## config.mk

```make
export PLATFORM = sky130hd
export DESIGN_NAME = fp32_add_seq
export DESIGN_NICKNAME = d
export VERILOG_FILES = /design/src/rtl/fp32_add_seq.sv
export SDC_FILE = /design/constraint.sdc
export NUM_CORES = 1
export LEC_CHECK = 0
export ABC_CLOCK_PERIOD_IN_PS = 5300
export CAP_MARGIN = 20
export CORE_ASPECT_RATIO = 0.6
export CORE_MARGIN = 2
export CORE_UTILIZATION = 37
export CTS_CLUSTER_DIAMETER = 60
export CTS_CLUSTER_SIZE = 28
export DETAILED_ROUTE_END_ITERATION = 7
export GPL_ROUTABILITY_DRIVEN = 0
export PLACE_DENSITY = 0.63
export SYNTH_ARGS = -nofsm -noshare
export SYNTH_HDL_FRONTEND = slang
export SYNTH_SLANG_ARGS = --single-unit
```

## constraint.sdc

```tcl
create_clock -name clk -period 5.3 [get_ports clk]
set_input_delay 0.53 -clock clk [delete_from_list [all_inputs] [get_ports clk]]
set_output_delay 0.53 -clock clk [all_outputs]
set_load 0.01 [all_outputs]
```

## src/rtl/fp32_add_seq.sv

```systemverilog
// fp32_add_seq: multi-cycle FP32 adder/subtractor.
// One operation in flight. Exponents are compared and the operands swapped
// on accept. The small mantissa is then aligned one bit per cycle, the
// mantissas are added or subtracted, and the sum is normalised one step per
// cycle. Every step truncates; there are no guard, round or sticky bits.
// Denormal inputs are flushed to zero. Exponent-255 inputs are not handled.
//
// Handshake: a transfer happens on a rising clock edge where valid && ready.
// The producer holds its payload stable while valid is high and ready is low.
// in_ready is high only in IDLE, so the cycle that leaves DONE cannot also
// accept. out_valid is high only in DONE. result holds its value until the
// consumer takes it.
module fp32_add_seq #(
  parameter int MAX_ALIGN = 26
) (
  input  logic        clk,
  input  logic        rst_n,
  input  logic        in_valid,
  output logic        in_ready,
  input  logic [31:0] a,
  input  logic [31:0] b,
  output logic        out_valid,
  input  logic        out_ready,
  output logic [31:0] result,
  output logic [2:0]  stateDbg
);

  typedef enum logic [2:0] {
    IDLE  = 3'd0,
    ALIGN = 3'd1,
    ADD   = 3'd2,
    NORM  = 3'd3,
    DONE  = 3'd4
  } state_t;

  localparam logic [7:0] MaxAlignW = 8'(MAX_ALIGN);

  state_t      state;
  state_t      nextState;

  logic [7:0]  bigExp;
  logic [23:0] bigMan;
  logic [23:0] smallMan;
  logic        bigSign;
  logic        smallSign;
  logic [7:0]  diff;
  logic [24:0] sum;
  logic [7:0]  normExp;
  logic [31:0] resultReg;

  // Operand decode and ordering, evaluated on the incoming pair.
  logic [7:0]  aExp;
  logic [7:0]  bExp;
  logic [23:0] aMan;
  logic [23:0] bMan;
  logic        aIsBig;
  logic [7:0]  inBigExp;
  logic [7:0]  inSmallExp;
  logic [23:0] inBigMan;
  logic [23:0] inSmallMan;
  logic        inBigSign;
  logic        inSmallSign;
  logic [7:0]  inDiff;
  logic        clampAlign;

  // Normalisation helpers.
  logic [7:0]  expInc;
  logic [7:0]  expDec;
  logic [24:0] sumShr;
  logic [24:0] sumShl;

  // Decode the operands and pick the big one. Ties on exponent go to the
  // larger mantissa, and a full tie goes to A.
  always_comb begin
    aExp        = a[30:23];
    bExp        = b[30:23];
    aMan        = (aExp == 8'd0) ? 24'd0 : {1'b1, a[22:0]};
    bMan        = (bExp == 8'd0) ? 24'd0 : {1'b1, b[22:0]};
    aIsBig      = (aExp > bExp) || ((aExp == bExp) && (aMan >= bMan));
    inBigExp    = aIsBig ? aExp  : bExp;
    inSmallExp  = aIsBig ? bExp  : aExp;
    inBigMan    = aIsBig ? aMan  : bMan;
    inSmallMan  = aIsBig ? bMan  : aMan;
    inBigSign   = aIsBig ? a[31] : b[31];
    inSmallSign = aIsBig ? b[31] : a[31];
    inDiff      = inBigExp - inSmallExp;
    clampAlign  = (inDiff >= MaxAlignW);
  end

  // Shifted and stepped values that one normalisation step can choose from.
  always_comb begin
    expInc = normExp + 8'd1;
    expDec = normExp - 8'd1;
    sumShr = sum >> 1;
    sumShl = sum << 1;
  end

  // State register.
  always_ff @(posedge clk or negedge rst_n) begin
    if (!rst_n) begin
      state <= IDLE;
    end else begin
      state <= nextState;
    end
  end

  // Next-state logic and the handshake outputs.
  always_comb begin
    nextState = state;
    in_ready  = 1'b0;
    out_valid = 1'b0;
    stateDbg  = state;
    case (state)
      IDLE: begin
        in_ready = 1'b1;
        if (in_valid) nextState = ALIGN;
      end
      ALIGN: begin
        if (diff == 8'd0) nextState = ADD;
      end
      ADD: begin
        nextState = NORM;
      end
      NORM: begin
        if ((sum == 25'd0) || sum[24] || sum[23]) begin
          nextState = DONE;
        end else if (expDec == 8'd0) begin
          nextState = DONE;
        end
      end
      DONE: begin
        out_valid = 1'b1;
        if (out_ready) nextState = IDLE;
      end
      default: nextState = IDLE;
    endcase
  end

  // Datapath registers: capture, alignment, add/sub, normalise and pack.
  always_ff @(posedge clk or negedge rst_n) begin
    if (!rst_n) begin
      bigExp    <= 8'd0;
      bigMan    <= 24'd0;
      smallMan  <= 24'd0;
      bigSign   <= 1'b0;
      smallSign <= 1'b0;
      diff      <= 8'd0;
      sum       <= 25'd0;
      normExp   <= 8'd0;
      resultReg <= 32'd0;
    end else begin
      case (state)
        IDLE: begin
          if (in_valid) begin
            bigExp    <= inBigExp;
            bigMan    <= inBigMan;
            bigSign   <= inBigSign;
            smallSign <= inSmallSign;
            if (clampAlign) begin
              // Far too small to survive truncation: drop it outright.
              smallMan <= 24'd0;
              diff     <= 8'd0;
            end else begin
              smallMan <= inSmallMan;
              diff     <= inDiff;
            end
          end
        end
        ALIGN: begin
          if (diff != 8'd0) begin
            smallMan <= smallMan >> 1;
            diff     <= diff - 8'd1;
          end
        end
        ADD: begin
          // Big magnitude >= small magnitude, so the difference is never negative.
          if (bigSign == smallSign) begin
            sum <= {1'b0, bigMan} + {1'b0, smallMan};
          end else begin
            sum <= {1'b0, bigMan} - {1'b0, smallMan};
          end
          normExp <= bigExp;
        end
        NORM: begin
          if (sum == 25'd0) begin
            resultReg <= 32'd0;
          end else if (sum[24]) begin
            sum     <= sumShr;
            normExp <= expInc;
            if (expInc == 8'hFF) begin
              resultReg <= {bigSign, 8'hFF, 23'd0};
            end else begin
              resultReg <= {bigSign, expInc, sumShr[22:0]};
            end
          end else if (sum[23]) begin
            resultReg <= {bigSign, normExp, sum[22:0]};
          end else begin
            sum     <= sumShl;
            normExp <= expDec;
            if (expDec == 8'd0) resultReg <= 32'd0;
          end
        end
        default: ;
      endcase
    end
  end

  assign result = resultReg;

endmodule

```

==> impl_metrics.yaml, run 1 <==
setup_path:
  startpoint_type: "input pin"
  cp_slowest_cell: "clkdlybuf4s50_1"
  worstSetupEndpointType: "flop"
  critical_path_class: "in -> reg"
  cpPeakStageDelay_ns: 0.43
  r2r_start: "smallMan[0]$_DFFE_PN0P_"
  crit_required_ns: 5.59
  critPathLaunch: "a[23]"
  cp.arrival_ns: 5.27
  path_buf_inv: 4
  critPathTopFamily: "compound AO/OA/AOI/OAI gates"
  r2r_slack_ns: 0.75
  cp_cell_sequence: "clkdlybuf4s50_1 > nor4_2 > nand2_1 > buf_4 > and2_1 > ha_1 > a21oi_1 > o21ai_1 > a2111oi_2 > a21oi_1 > o211a_4 > mux2i_1 > ha_1 > inv_1 > o221ai_2 > a221oi_2 > xnor2_1 > a2111o_1 > o2111ai_2 > buf_12 > o221ai_1"
  crit_fanout: 29
  worst-r2r-cell-count: 17
  r2r_end: "sum[22]$_DFFE_PN0P_"
timing:
  finalClockSkew_ns: 0.00995
  grt_setup_unrepaired: "no"
  hold_viol_final: 0
  fin_hold_ws_ns: 0.189
  min_period_over_period_pct: 94.1
  relSlewSlack_pct: 33.6
  max_freq_mhz: 201
  fin_crit_ns: 4.99
  setup_viol: 0
  worstMarginPinSlew_ns: 0.987
  drv_slew: 0
logic_synthesis:
  syn_area_per_cell_sq_um: 7.74
  syn_nets: 1410
  synthesis.area_sq_um: 9880
  synth_flop_cell: "dfrtp_1"
  synth_top_family_by_area: "compound AO/OA/AOI/OAI gates"
  synth_compound_area_share_pct: 25.2
  synth-xor-area-share_pct: 5.50
  synthAdderAreaFrac_pct: 8.31
  ys.warnings.count: 0
  synth_edf_count: 0
  yosysSeqAreaShare_pct: 33.9
  yosys.area_share.simple_pct: 21.9
  async_reset_ff_share_pct: 100
  synth_mux_area_share_pct: 0.646
  ys_types: 68
  synthCells: 1277
  ys_ff_latch: 134
place:
  dp.cells: 1699
  placed_cell_area_sq_um: 11400
  dp_hpwl_um: 21100
  io_buffer_count: 104
run_status:
  status: "completed"
global_routing:
  gr-usage-met1_pct: 30.3
  antenna_found_initial: 0
  gr-usage-met3_pct: 3.17
  track_usage_pct: 20.5
  grt_max_degree: 89
  top_usage_layer: "met2"
  grt_pass1_vias: 8894
  grt.overflow.total: 0
  grt_pass1_wl_um: 46500
  gr-usage-met2_pct: 31.8
clock_network:
  cts-root-buf: "clkbuf_16"
  insertion_delay_ns: 0.43
  post_cts_resized: 0
  numCtsBuffers: 17
  clock-sinks: 134
  cts_tree: "yes"
  htree_num_levels: 4
  cts_buffer_depth: 2
  cts_setup_buffers: 0
  cts_hold_buf: 0
  path_clk_slew_ns: 0.06
power:
  p_sw_mw: 3.86
  seq_power_share_pct: 24.0
  leakagePower_nw: 5.17
  internal_power_mw: 4.34
  p_clk_share_pct: 15.6
  power_mw: 8.21
  p_per_area_nw_per_um2: 681
  comb_power_share_pct: 60.4
  swShare_pct: 47.1
  peakVddDrop_mv: 0.288
drt:
  dr.pass1.iters: 5
  vias_per_cell: 5.45
  drtIter0Drc: 810
  num_vias: 9445
  remaining_drc_errors: 0
  wl_per_cell_um: 16.3
  ant_nets: 0
  wirelength_um: 28200
floorplan:
  die_area_sq_um: 28100
  die_h_um: 131
  start_util_pct: 37.6
  num_rows: 46
  chipWidth_um: 215
  boundaryPins: 105
  core_area_sq_um: 26300
final_layout:
  post-route-util_pct: 45.8
  drive_gt1_share_pct: 6.71
  synthToLayoutAreaGrowth_pct: 22.0
  multi_input_area_sq_um: 6120
  final_cells: 1732
  fillCellCount: 2579
  nNetsFinal: 1492
  insertedDiodeCount: 0
  finalInstanceArea_sq_um: 12100
  seqCellArea_sq_um: 3350
min_path:
  hp-class: "in -> async"
job:
  cap_viol_max_count: 0
## state kept, by name, indices dropped and copies added, names as in the netlist
name	count
bigExp	8
bigMan	24
bigSign	1
diff	8
normExp	8
result	32
smallMan	24
smallSign	1
stateDbg	3
sum	25
## cells by family after synthesis
logic type | after synthesis
AND/OR/NAND/NOR | 483
AO/OA/AOI/OAI | 415
flip-flops | 134
buffers and inverters | 112
adder cells (fa/ha/maj) | 65
XOR/XNOR | 62
multiplexers | 6
## worst register-to-register path, delay by kind of cell, from the launching register on
| kind | cells | cell delay (ns) |
|---|---|---|
| adder cells (fa/ha/maj) | 2 | 0.56 |
| flip-flops | 1 | 0.43 |
| AND/OR/NAND/NOR | 5 | 0.89 |
| AO/OA/AOI/OAI | 7 | 2.09 |
| buffers and inverters | 1 | 0.08 |
| XOR/XNOR | 2 | 0.36 |
## cells in the mapped netlist, drive strengths merged, types with 4 or more instances
cell type	number	share of area (%)
inv	29	1.1
nor2b	12	0.76
nor4	16	1.0
a211oi	7	0.53
nor3	31	1.6
nand3b	4	0.30
nand2b	11	0.70
o21ai	99	5.1
or3	9	0.57
o22ai	8	0.51
o31a	4	0.35
o21bai	4	0.30
a21o	8	0.61
a31oi	10	0.63
o211ai	4	0.30
o31ai	7	0.53
nor2	180	6.8
a22oi	43	3.3
dfrtp	134	34
and3	6	0.38
ha	64	8.1
xnor2	37	3.3
nand2	154	5.9
clkbuf	69	2.6
nand3	14	0.71
a21oi	182	9.2
o221ai	12	1.1
xor2	25	2.2
buf	13	0.73
nand4	4	0.25
and2	28	1.8
## worst max-delay path by stage
stage                                to  slack, ns  depth (start not counted)
5_1_grt        smallMan[11]$_DFFE_PN0P_       0.01                         21
4_1_cts        smallMan[14]$_DFFE_PN0P_       0.30                         19
2_1_floorplan       diff[4]$_DFFE_PN0P_       0.80                         21
6_report       smallMan[14]$_DFFE_PN0P_       0.31                         21
3_5_place_dp   smallMan[14]$_DFFE_PN0P_      -0.13                         19
3_3_place_gp   smallMan[11]$_DFFE_PN0P_      -0.05                         19
## cells in the final DEF (no fill, tap or decap), types with 10 or more instances in the layout
master and count:
a21oi_1 181, nor2_1 178, nand2_1 154, dfrtp_1 134
clkdlybuf4s50_1 103, o21ai_0 88, ha_1 64, a22oi_1 43
buf_4 38, xnor2_1 37, nor3_1 30, inv_1 29
and2_1 27, xor2_1 25, clkbuf_16 17, nor4_1 14
nand3_1 14, nor2b_1 11, nand2b_1 11, o221ai_1 11
o21ai_1 10, a31oi_1 10
## power by group through the flow
stage          registers [mW]  logic, mW  clock network [mW]
2_1_floorplan            1.85       3.56                   0
3_3_place_gp             1.97       4.78                   0
3_5_place_dp             1.97       4.89                   0
4_1_cts                  1.96       4.92                1.30
5_1_grt                  2.03       5.57                1.34
6_report                 1.97       4.96                1.28
## routing by layer
layer | wire, um | up-vias
li1 | - | 4710
met1 | 14100 | 4481
met2 | 12400 | 235
met3 | 1450 | 19
met4 | 250 | 0
met5 | 0 | -
## cell type report
type / count / share of cell area (%)
Tap cell: 360 / 3.74
Multi-Input combinational cell: 1031 / 50.8
Sequential cell: 134 / 27.8
Timing Repair Buffer: 145 / 11.6
Clock buffer: 20 / 3.70
Clock inverter: 12 / 1.46
Inverter: 30 / 0.934
## metrics by stage
step / setup TNS, ns / setup slack, ns
after global placement: -0.415 / -0.0506
after CTS: 0 / 0.304
after detailed placement: -2.00 / -0.128
after global routing: 0 / 0.0107
after floorplan: 0 / 0.796
final: 0 / 0.315
Power figures use the tool's default switching activity.
==> run 2: changes to the inputs <==
Settings changed: RECOVER_POWER set to 25.
==> run 2 against run 1 <==
Effect of this change:
- largest power group unchanged
- utilization about the same
- combinational power about the same
- via count about the same
- non-clock buffer count unchanged
- total power about the same
- register-to-register slack about the same
- cell count unchanged
- die area unchanged
- highest routed layer unchanged
- fmax up 0.12%
- the run now ends with capacitance limit, slew limit left
- setup slack better by 0.0059 ns
==> impl_metrics.yaml, run 2 (synthesis results as in run 1) <==
power:
  internal_power_mw: 4.34
  p_clk_share_pct: 15.7
  comb_power_share_pct: 60.4
  p_per_area_nw_per_um2: 681
  seq_power_share_pct: 24.0
  leakagePower_nw: 5.17
  peakVddDrop_mv: 0.288
  swShare_pct: 47.1
  p_sw_mw: 3.86
floorplan:
  start_util_pct: 37.6
  boundaryPins: 105
  chipWidth_um: 215
  die_area_sq_um: 28100
  die_h_um: 131
  core_area_sq_um: 26300
  num_rows: 46
setup_path:
  crit_required_ns: 5.58
  r2r_slack_ns: 0.75
  cp.arrival_ns: 5.26
  startpoint_type: "input pin"
  critical_path_class: "in -> reg"
  worstSetupEndpointType: "flop"
  crit_fanout: 29
final_layout:
  final_cells: 1732
  drive_gt1_share_pct: 6.63
  fillCellCount: 2578
  synthToLayoutAreaGrowth_pct: 22.0
  layout_commonest_cell: "a21oi_1"
  largest_register_ffs: 32
  nNetsFinal: 1492
  insertedDiodeCount: 0
  final_cell_mix: "181 x a21oi_1, 178 x nor2_1, 154 x nand2_1"
clock_network:
  htree_num_levels: 4
  post_cts_resized: 0
  cts_buffer_depth: 2
  numCtsBuffers: 17
  cts_setup_buffers: 0
  clock-sinks: 134
  cts_tree: "yes"
  cts_hold_buf: 0
  cts-root-buf: "clkbuf_16"
  path_clk_slew_ns: 0.06
  insertion_delay_ns: 0.43
global_routing:
  grt_pass1_wl_um: 46500
  grt.overflow.total: 0
  grt_max_degree: 89
  antenna_found_initial: 0
  track_usage_pct: 20.5
  grt_pass1_vias: 8894
drt:
  wl_per_cell_um: 16.3
  num_vias: 9438
  ant_nets: 0
  drtIter0Drc: 810
  remaining_drc_errors: 0
  wirelength_um: 28300
  dr.pass1.iters: 5
  vias_per_cell: 5.45
timing:
  hold_viol_final: 0
  grt_setup_unrepaired: "no"
  finalClockSkew_ns: 0.0100
  worst_slack_ns: 0.321
  worstMarginPinSlew_ns: 4.03
  max_freq_mhz: 201
  drv_slew: 89
  fin_crit_ns: 4.98
  setup-tns-final_ns: 0
  min_period_over_period_pct: 93.9
  setup_viol: 0
  relSlewSlack_pct: -169
place:
  dp.cells: 1699
  dp_hpwl_um: 21100
  dp_slack_ns: -0.128
  io_buffer_count: 104
run_status:
  status: "finished with violations"
  violations: "capacitance limit, slew limit"
job:
  cap_viol_max_count: 1
min_path:
  hp-class: "reg -> reg"
run 2: worst max-delay path: stages:
cell and delay, ns:
clkdlybuf4s50_1 0.43, nor4_2 0.32, nand2_1 0.13, buf_4 0.23, and2_1 0.20, ha_1 0.31
a21oi_1 0.15, o21ai_1 0.15, a2111oi_2 0.35, a21oi_1 0.20, o211a_4 0.31, mux2i_1 0.15
ha_1 0.19, inv_1 0.06, o221ai_2 0.11, a221oi_2 0.37, xnor2_1 0.14, a2111o_1 0.42
o2111ai_2 0.12, buf_12 0.21, o221ai_1 0.14
run 2: power by group through the flow:
stage / sequential [mW] / combinational, mW / clock [mW]
CTS: 1.96 / 4.92 / 1.30
floorplan: 1.85 / 3.56 / 0
global placement: 1.97 / 4.78 / 0
global route: 2.03 / 5.57 / 1.34
detailed placement: 1.97 / 4.89 / 0
finish: 1.97 / 4.95 / 1.29
run 2: cell type report:
type / count / area [sq um] / share of cell area (%)
multi-input cells: 1031 / 6120 / 50.8
clock inverters: 12 / 176 / 1.46
well taps: 360 / 450 / 3.74
inverters: 30 / 113 / 0.934
flip-flops and latches: 134 / 3350 / 27.8
clock buffers: 20 / 447 / 3.71
repair buffers: 145 / 1390 / 11.6
run 2: metal layers:
layer	routed length, um	GRT usage, %	vias up
li1	-	-	4709
met1	14100	30.3	4468
met2	12400	31.8	238
met3	1450	3.17	23
met4	274	4.33	0
met5	0	0	-
run 2: per-stage QoR:
stage	power, mW	utilization, %	instance area, sq um	hold slack [ns]
after CTS	8.18	45.6	12000	0.220
after detailed placement	6.86	43.3	11400	0.478
after floorplan	5.41	-	9880	0.234
after global routing	8.94	45.8	12100	0.517
final	8.21	45.8	12100	0.487
after global placement	6.74	43.2	11400	0.475
run 2: final timing paths:
path / start / to / depth (start not counted)
setup / recovery: a[23] / smallMan[14]$_DFFE_PN0P_ / 21
hold / removal: bigMan[7]$_DFFE_PN0P_ / bigMan[7]$_DFFE_PN0P_ / 2
setup reg to reg: smallMan[0]$_DFFE_PN0P_ / sum[22]$_DFFE_PN0P_ / 17
hold reg to reg: bigMan[7]$_DFFE_PN0P_ / bigMan[7]$_DFFE_PN0P_ / 2
max in group asynchronous: rst_n / bigMan[11]$_DFFE_PN0P_ / 1
min in group asynchronous: rst_n / diff[6]$_DFFE_PN0P_ / 1
